==> config.mk <==
export PLATFORM = sky130hd
export DESIGN_NAME = simon_ctrl
export DESIGN_NICKNAME = d
export VERILOG_FILES = /design/src/rtl/simon_ctrl.sv
export SDC_FILE = /design/constraint.sdc
export NUM_CORES = 1
export LEC_CHECK = 0
export BUFFER_PORTS_ARGS = -buffer_cell sky130_fd_sc_hd__buf_2
export CELL_PAD_IN_SITES_DETAIL_PLACEMENT = 0
export CELL_PAD_IN_SITES_GLOBAL_PLACEMENT = 1
export CORE_MARGIN = 2
export CORE_UTILIZATION = 43
export DETAILED_ROUTE_END_ITERATION = 8
export PLACE_DENSITY_LB_ADDON = 0.1
export SKIP_LAST_GASP = 1
export SYNTH_ARGS = -nofsm -noshare
export SYNTH_HDL_FRONTEND = slang
export SYNTH_SLANG_ARGS = --single-unit
==> constraint.sdc <==
create_clock -name clk -period 2.2 [get_ports clk]
set_input_delay 0.44 -clock clk [delete_from_list [all_inputs] [get_ports clk]]
set_output_delay 0.44 -clock clk [all_outputs]
set_load 0.01 [all_outputs]
==> src/rtl/simon_ctrl.sv <==
// simon_ctrl: sequencer that serially loads key/plaintext into the bit-serial SIMON 64/128 core and collects the ciphertext.
// Define SIMON_CTRL_TIMEOUT_EN to add an abort after TIMEOUT_CYCLES cycles in RUN.

module simon_ctrl #(
    parameter int BLOCK_BITS     = 64,
    parameter int KEY_BITS       = 128,
    parameter int TIMEOUT_CYCLES = 4096
) (
    input  logic                  clk,
    input  logic                  reset,
    input  logic                  start,
    input  logic [KEY_BITS-1:0]   key,
    input  logic [BLOCK_BITS-1:0] pt,
    output logic                  busy,
    output logic                  done,
    output logic                  err,
    output logic [BLOCK_BITS-1:0] ct,
    output logic                  core_data_in,
    output logic [1:0]            core_data_rdy,
    input  logic                  core_cipher_out,
    input  logic                  core_valid
);

    localparam int MAX_KB  = (KEY_BITS > BLOCK_BITS) ? KEY_BITS : BLOCK_BITS;
    localparam int MAX_ALL = (MAX_KB > TIMEOUT_CYCLES) ? MAX_KB : TIMEOUT_CYCLES;
    localparam int CNT_W   = $clog2(MAX_ALL) + 1;

    localparam logic [CNT_W-1:0] KEY_LAST    = CNT_W'(KEY_BITS - 1);
    localparam logic [CNT_W-1:0] PT_LAST     = CNT_W'(BLOCK_BITS - 1);
    localparam logic [CNT_W-1:0] UNLOAD_LAST = CNT_W'(BLOCK_BITS - 2);
`ifdef SIMON_CTRL_TIMEOUT_EN
    localparam logic [CNT_W-1:0] RUN_LAST    = CNT_W'(TIMEOUT_CYCLES - 1);
`endif

    localparam logic [1:0] MODE_IDLE = 2'b00;
    localparam logic [1:0] MODE_KEY  = 2'b01;
    localparam logic [1:0] MODE_PT   = 2'b10;
    localparam logic [1:0] MODE_RUN  = 2'b11;

    typedef enum logic [2:0] {
        S_IDLE,
        S_LOAD_KEY,
        S_LOAD_PT,
        S_RUN,
        S_UNLOAD,
        S_DONE
    } state_t;

    state_t                r_state,       w_state_nxt;
    logic [CNT_W-1:0]      r_cnt,         w_cnt_nxt;
    logic [KEY_BITS-2:0]   r_key_sr,      w_key_sr_nxt;
    logic [BLOCK_BITS-1:0] r_pt_sr,       w_pt_sr_nxt;
    logic [BLOCK_BITS-2:0] r_ct_sr,       w_ct_sr_nxt;
    logic [BLOCK_BITS-1:0] r_ct,          w_ct_nxt;
    logic                  r_busy,        w_busy_nxt;
    logic                  r_done,        w_done_nxt;
    logic                  r_data_in,     w_data_in_nxt;
    logic [1:0]            r_data_rdy,    w_data_rdy_nxt;
`ifdef SIMON_CTRL_TIMEOUT_EN
    logic                  r_err,         w_err_nxt;
`endif

    // Outputs are registered from next-state values so the core sees each mode/bit a full cycle.
    always_comb begin
        w_state_nxt    = r_state;
        w_cnt_nxt      = r_cnt;
        w_key_sr_nxt   = r_key_sr;
        w_pt_sr_nxt    = r_pt_sr;
        w_ct_sr_nxt    = r_ct_sr;
        w_ct_nxt       = r_ct;
        w_done_nxt     = 1'b0;
        w_data_in_nxt  = 1'b0;
        w_data_rdy_nxt = r_data_rdy;
`ifdef SIMON_CTRL_TIMEOUT_EN
        w_err_nxt      = r_err;
`endif
        case (r_state)
            S_IDLE: begin
                w_data_rdy_nxt = MODE_IDLE;
                if (start) begin
                    w_state_nxt    = S_LOAD_KEY;
                    w_cnt_nxt      = '0;
                    w_key_sr_nxt   = key[KEY_BITS-1:1];
                    w_pt_sr_nxt    = pt;
                    w_data_in_nxt  = key[0];
                    w_data_rdy_nxt = MODE_KEY;
`ifdef SIMON_CTRL_TIMEOUT_EN
                    w_err_nxt      = 1'b0;
`endif
                end
            end
            S_LOAD_KEY: begin
                if (r_cnt == KEY_LAST) begin
                    w_state_nxt    = S_LOAD_PT;
                    w_cnt_nxt      = '0;
                    w_data_in_nxt  = r_pt_sr[0];
                    w_data_rdy_nxt = MODE_PT;
                end else begin
                    w_cnt_nxt      = r_cnt + CNT_W'(1);
                    w_key_sr_nxt   = r_key_sr >> 1;
                    w_data_in_nxt  = r_key_sr[0];
                end
            end
            S_LOAD_PT: begin
                if (r_cnt == PT_LAST) begin
                    w_state_nxt    = S_RUN;
                    w_cnt_nxt      = '0;
                    w_data_rdy_nxt = MODE_RUN;
                end else begin
                    w_cnt_nxt      = r_cnt + CNT_W'(1);
                    w_pt_sr_nxt    = r_pt_sr >> 1;
                    w_data_in_nxt  = r_pt_sr[1];
                end
            end
            S_RUN: begin
                if (core_valid) begin
                    w_state_nxt    = S_UNLOAD;
                    w_cnt_nxt      = '0;
                    w_ct_sr_nxt    = {core_cipher_out, r_ct_sr[BLOCK_BITS-2:1]};
                end
`ifdef SIMON_CTRL_TIMEOUT_EN
                else if (r_cnt == RUN_LAST) begin
                    w_state_nxt    = S_DONE;
                    w_cnt_nxt      = '0;
                    w_err_nxt      = 1'b1;
                    w_done_nxt     = 1'b1;
                    w_data_rdy_nxt = MODE_IDLE;
                end else begin
                    w_cnt_nxt      = r_cnt + CNT_W'(1);
                end
`endif
            end
            // Ciphertext enters at the MSB so the first sampled bit ends up in bit 0.
            S_UNLOAD: begin
                w_ct_sr_nxt = {core_cipher_out, r_ct_sr[BLOCK_BITS-2:1]};
                if (r_cnt == UNLOAD_LAST) begin
                    w_state_nxt    = S_DONE;
                    w_cnt_nxt      = '0;
                    w_ct_nxt       = {core_cipher_out, r_ct_sr};
                    w_done_nxt     = 1'b1;
                    w_data_rdy_nxt = MODE_IDLE;
                end else begin
                    w_cnt_nxt      = r_cnt + CNT_W'(1);
                end
            end
            S_DONE: begin
                w_state_nxt    = S_IDLE;
                w_cnt_nxt      = '0;
                w_data_rdy_nxt = MODE_IDLE;
            end
            default: begin
                w_state_nxt    = S_IDLE;
                w_cnt_nxt      = '0;
                w_data_rdy_nxt = MODE_IDLE;
            end
        endcase
    end

    assign w_busy_nxt = (w_state_nxt != S_IDLE);

    always_ff @(posedge clk) begin
        if (!reset) begin
            r_state    <= S_IDLE;
            r_cnt      <= '0;
            r_key_sr   <= '0;
            r_pt_sr    <= '0;
            r_ct_sr    <= '0;
            r_ct       <= '0;
            r_busy     <= 1'b0;
            r_done     <= 1'b0;
            r_data_in  <= 1'b0;
            r_data_rdy <= MODE_IDLE;
`ifdef SIMON_CTRL_TIMEOUT_EN
            r_err      <= 1'b0;
`endif
        end else begin
            r_state    <= w_state_nxt;
            r_cnt      <= w_cnt_nxt;
            r_key_sr   <= w_key_sr_nxt;
            r_pt_sr    <= w_pt_sr_nxt;
            r_ct_sr    <= w_ct_sr_nxt;
            r_ct       <= w_ct_nxt;
            r_busy     <= w_busy_nxt;
            r_done     <= w_done_nxt;
            r_data_in  <= w_data_in_nxt;
            r_data_rdy <= w_data_rdy_nxt;
`ifdef SIMON_CTRL_TIMEOUT_EN
            r_err      <= w_err_nxt;
`endif
        end
    end

    assign busy          = r_busy;
    assign done          = r_done;
    assign ct            = r_ct;
    assign core_data_in  = r_data_in;
    assign core_data_rdy = r_data_rdy;
`ifdef SIMON_CTRL_TIMEOUT_EN
    assign err           = r_err;
`else
    assign err           = 1'b0;
`endif

endmodule

[Yosys cells after proc, flatten, opt, wreduce, memory -nomap -nowiden]
Index checks and enable logic that the tools add are counted.
Word-level totals
  input bits: 197
  output and inout bits: 70
  bits in registers: 339
  logic and storage cells: 68
Cells by class
  eq/ne operators: 14
  reduce and logical (&&, ||, !) cells: 12
  bitwise operators: 1
  muxes and demuxes: 30
  add/sub/neg operators: 1
Operators with widths (number)
  two-way mux 127 bit: 2
  one-hot mux 127 bit (2 select lines): 1
  two-way mux 64 bit: 2
  one-hot mux 64 bit (2 select lines): 1
  one-hot mux 63 bit (2 select lines): 1
  two-way mux 13 bit: 5
  one-hot mux 13 bit (5 select lines): 1
  two-way mux 63 bit: 1
  equality test 13 x 6 -> 1 bit, second input constant: 2
  two-way mux 3 bit: 5
  one-hot mux 3 bit (5 select lines): 1
  != test 2 bit, second input constant: 7
  adder 13 x 1 -> 13 bit, second input constant: 1
  equality test 13 x 7 -> 1 bit, second input constant: 1
  one-hot mux 2 bit (5 select lines): 1
  AND reduction 2 bit: 4
  equality test 3 x 2 -> 1 bit, second input constant: 2
  two-way mux 2 bit: 3
  AND reduction 3 bit: 2
  nonzero test 2 bit: 3
  two-way mux 1 bit: 5
  AND reduction 4 bit: 1
  equality test 3 x 1 -> 1 bit, second input constant: 1
  equality test 3 bit, second input constant: 1
  4 further kinds: 4

[Depth between registers and ports, before layout]
  depth in word-level cells: 4
  gate-level depth with buffers: 9
  mapped depth without buffers: 7

[Least setup slack after synthesis]
Ideal clock, no wire load.
  path type: register -> register
  start: register r_cnt[1]
  end: register r_key_sr[10]
  stages on the path, launching flop included: 9
  data required time: 2.084 ns
  buffers on the path: 3
  data arrival time: 1.823 ns
  slack: 0.261 ns
  period minus slack after synthesis: 1.939 ns
  setup time: 0.116 ns
  path through: dfxtp_1 -> ha_1 -> and2_1 -> and4_4 -> o21bai_1 -> buf_2 -> buf_4 -> buf_2 -> o211a_1
On the way
  cells in the longest elaborated chain, start to end: 3
Ends and longest elaborated chain
  start, declared: line 50  | logic [CNT_W-1:0] r_cnt, w_cnt_nxt;
  start signal, assigned: line 178  | r_cnt <= w_cnt_nxt;
  equality test 13 x 7 -> 1 bit: line 93  | if (r_cnt == KEY_LAST) begin
  != test 2 bit (no line)
  AND reduction 3 bit (no line)
  end signal, assigned: line 179  | r_key_sr <= w_key_sr_nxt;
  end, declared: line 51  | logic [KEY_BITS-2:0] r_key_sr, w_key_sr_nxt;
Every way passes these cells.
A chain may end at the register's enable or synchronous reset.

[Worst setup path after layout]
  start: register r_cnt[7]
  end: register r_ct[10] (netlist: ct[10])
On the way
  cells in the longest elaborated chain, start to end: 2
Ends and longest elaborated chain
  equality test 13 x 6 -> 1 bit: line 136  | if (r_cnt == UNLOAD_LAST) begin
  AND reduction 2 bit (no line)
  end signal, assigned: line 182  | r_ct <= w_ct_nxt;
  end, declared: line 54  | logic [BLOCK_BITS-1:0] r_ct, w_ct_nxt;
Every way passes these cells.

==> out/qor.yml <==
status:
  status: "finished clean"
logic_synthesis:
  synth_cell_types: 56
  synth_nets: 1768
  yosys.area_share.simple_pct: 14.60
  muxShareOfSynthArea_pct: 12.83
  post_synth.cell_area_avg_sq_um: 9.405
  yosysTopAreaCell: "dfxtp_1"
  async_flop_share_pct: 0
  synth_top_flop_cell: "dfxtp_1"
  synth_most_common_cell: "nand2_1"
  synth_top_family_by_area: "compound AO/OA/AOI/OAI gates"
  synthXorXnorAreaFrac_pct: 0
  ys_ff_latch: 339
  synthCells: 1569
  synth_enable_flop_cells: 0
  synthTopCellsByCount: "nand2_1, dfxtp_1, o211a_1, mux2i_1, a21boi_0"
  mappedNetlistArea_sq_um: 14760
  ys_seq_area_share_pct: 45.99
  synth_fa_ha_area_share_pct: 0.1696
  synth-compound-area-share_pct: 21.75
  synth_top_area_share_pct: 45.99
  ys_warn_count: 0
  synth.area.top_cells: "dfxtp_1, o211a_1, mux2i_1, nand2_1, a21boi_0"
detailed_routing:
  vias: 11500
  routedWlPerCell_um: 14.77
  antenna_left: 0
  dr.pass1.iters: 5
  viasPerCell: 5.099
  routed_wirelength_um: 33310
  drt_iter0_markers: 575
  drc_errors: 0
clocking:
  clk_latency_ns: 0.51
  cts_made_buffers: 38
  post_cts_buffers: 0
  clock_path_buffers: 3
  path_clk_slew_ns: 0.06
  clk_root_buffer_cell: "clkbuf_16"
  cts_tree: "done"
  h-tree-depth: 2
  numClockSinks: 339
sta:
  relSlewSlack_pct: 65.39
  finalSetupViolCount: 0
  finalCriticalPeriod_ns: 2.075
  timing.hold.ws_ns: 0.1986
  worst_slew_pin_slew_ns: 0.5192
  rsz0062_at_grt: "true"
  drv_slew: 0
  max_freq_mhz: 481.9
  final.setup.worst_slack_ns: 0.1251
  finalHoldViolations: 0
  fin_skew_ns: 0.01432
  min_period_over_period_pct: 94.31
  tns_ns: 0
flow_run:
  cap_violations: 0
critical_path:
  worstPathRequired_ns: 2.60
  critical-path-top-delay-family: "simple AND/OR/NAND/NOR gates"
  crit_fanout: 64
  crit_type: "flop to flop"
  path_buf_inv: 1
  max_stage_delay_ns: 0.66
  start_kind: "flop"
  r2r_cells: 6
  worst_ep_arrival_time_ns: 2.48
  critical_path.cell_chain: "nor4_4 -> nand4_2 -> or4_2 -> buf_12 -> nand2_1 -> a21boi_1"
  crit_path_end_kind: "flop"
  worst-path-stages: 6
  crit_path_top_delay_cell: "or4_2"
placement:
  dp_cells: 2179
  placed_cell_area_sq_um: 16560
  hpwl_um: 21560
  post-place-ws_ns: 0.1349
  gp_congestion: 0.7614
  numPortBuffers: 265
floorplanning:
  fp-row-count: 67
  core_area_sq_um: 33700
  die_h_um: 189.3
  ioPinCount: 267
  die_w_um: 189.3
  dieArea_sq_um: 35820
  start_util_pct: 43.79
min_path:
  hold_depth: 3
  min_path_type: "input port to flop"
grt:
  grt_usage_pct: 17.94
  grt-ovfl-total: 0
  grt_pass1_wl_um: 53930
  first_global_vias: 10710
  grt_max_degree: 79
  antenna_found_initial: 17
cells_and_area:
  fin_area_sq_um: 17850
  n_fill_cell: 3204
  drive_above_1_share_pct: 20.80
  regArea_sq_um: 6787
  finalNonFillerCells: 2255
  multi_input_area_sq_um: 7343
  fin_nets: 1971
  fin_util_pct: 52.97
  syn_to_final_growth_pct: 20.97
pwr:
  irDropWorstVdd_uv: 528.6
  power.density_nw_per_um2: 810.5
  power.total_mw: 14.47
  cellLeakagePower_nw: 9.153
==> final timing paths <==
path / slack, ns / endpoint / start
worst max register to register: 0.13 / ct[10] / r_cnt[7]
worst min-delay path: 0.20 / ct[63] / core_cipher_out
worst max-delay path: 0.13 / ct[10] / r_cnt[7]
worst min register to register: 0.45 / ct[47] / ct[47]
==> logic make-up (layout without fill, tap and decap cells) <==
logic type | count (synthesis) | after routing
muxes | 189 | 189
other | 1 | 10
buffers and inverters | 145 | 374
AOI/OAI and AO/OA | 364 | 364
DFF | 339 | 339
and+or+nand+nor | 529 | 529
adders and majority gates | 2 | 2
==> per-layer routing <==
| layer | track usage, % | share of wire, % | vias up |
|---|---|---|---|
| li1 | - | - | 5898 |
| met1 | 23.61 | 48 | 5305 |
| met2 | 28.36 | 44 | 210 |
| met3 | 5.783 | 6.6 | 66 |
| met4 | 4.770 | 1.9 | 20 |
| met5 | 0 | 0.39 | - |
==> state kept, by name, indices dropped and copies added, names as in the netlist <==
name,count
r_cnt,13
r_state,3
busy,1
r_key_sr,127
done,1
r_pt_sr,64
ct,64
core_data_rdy,2
r_ct_sr,63
core_data_in,1
==> tightest hold or removal path, stage by stage <==
cell	delay [ns]
buf_2	0.11
nand2_1	0.05
a21boi_0	0.06
==> where the power goes <==
group / switching (mW) / internal (mW) / total [mW]
clock: 2.41 / 3.81 / 6.22
sequential: 0.196 / 6.53 / 6.72
combinational: 0.740 / 0.788 / 1.53
total: 3.34 / 11.1 / 14.5
==> final cells by class <==
class | instances | share of cell area [%]
clock inverter | 3 | 0.2243
tap | 448 | 3.140
timing repair buffer | 303 | 10.53
multi-input combinational | 1085 | 41.14
inverter | 5 | 0.1051
antenna | 9 | 0.1262
clock buffer | 63 | 6.715
sequential | 339 | 38.02
==> layout by cell type, fill, tap and decap left out, types with 3 or more instances in the layout <==
cell         n
and2_1       9
o21a_1       6
a21boi_0    71
nor3_1       7
mux2i_1    188
o211a_1    189
clkbuf_16   42
a21oi_1      3
diode_2      9
nand2b_1     4
o22ai_1      4
clkbuf_8     9
o211ai_1     5
nor2_1       7
buf_4       17
nand2_1    467
nor3b_1      4
a21boi_1    60
buf_12      19
buf_2      264
clkbuf_1    13
dfxtp_1    339
inv_1        5
nand3_1      9
nand4_1      3
o2111ai_1    4
==> timing repair <==
action | 4_1_cts | 5_1_grt
hold buffers | 0 | 0
resized for setup | 0 | 4
endpoints found under the setup margin | 0 | 11
endpoints found under the hold margin | 0 | 0
Power figures use the tool's default switching activity.
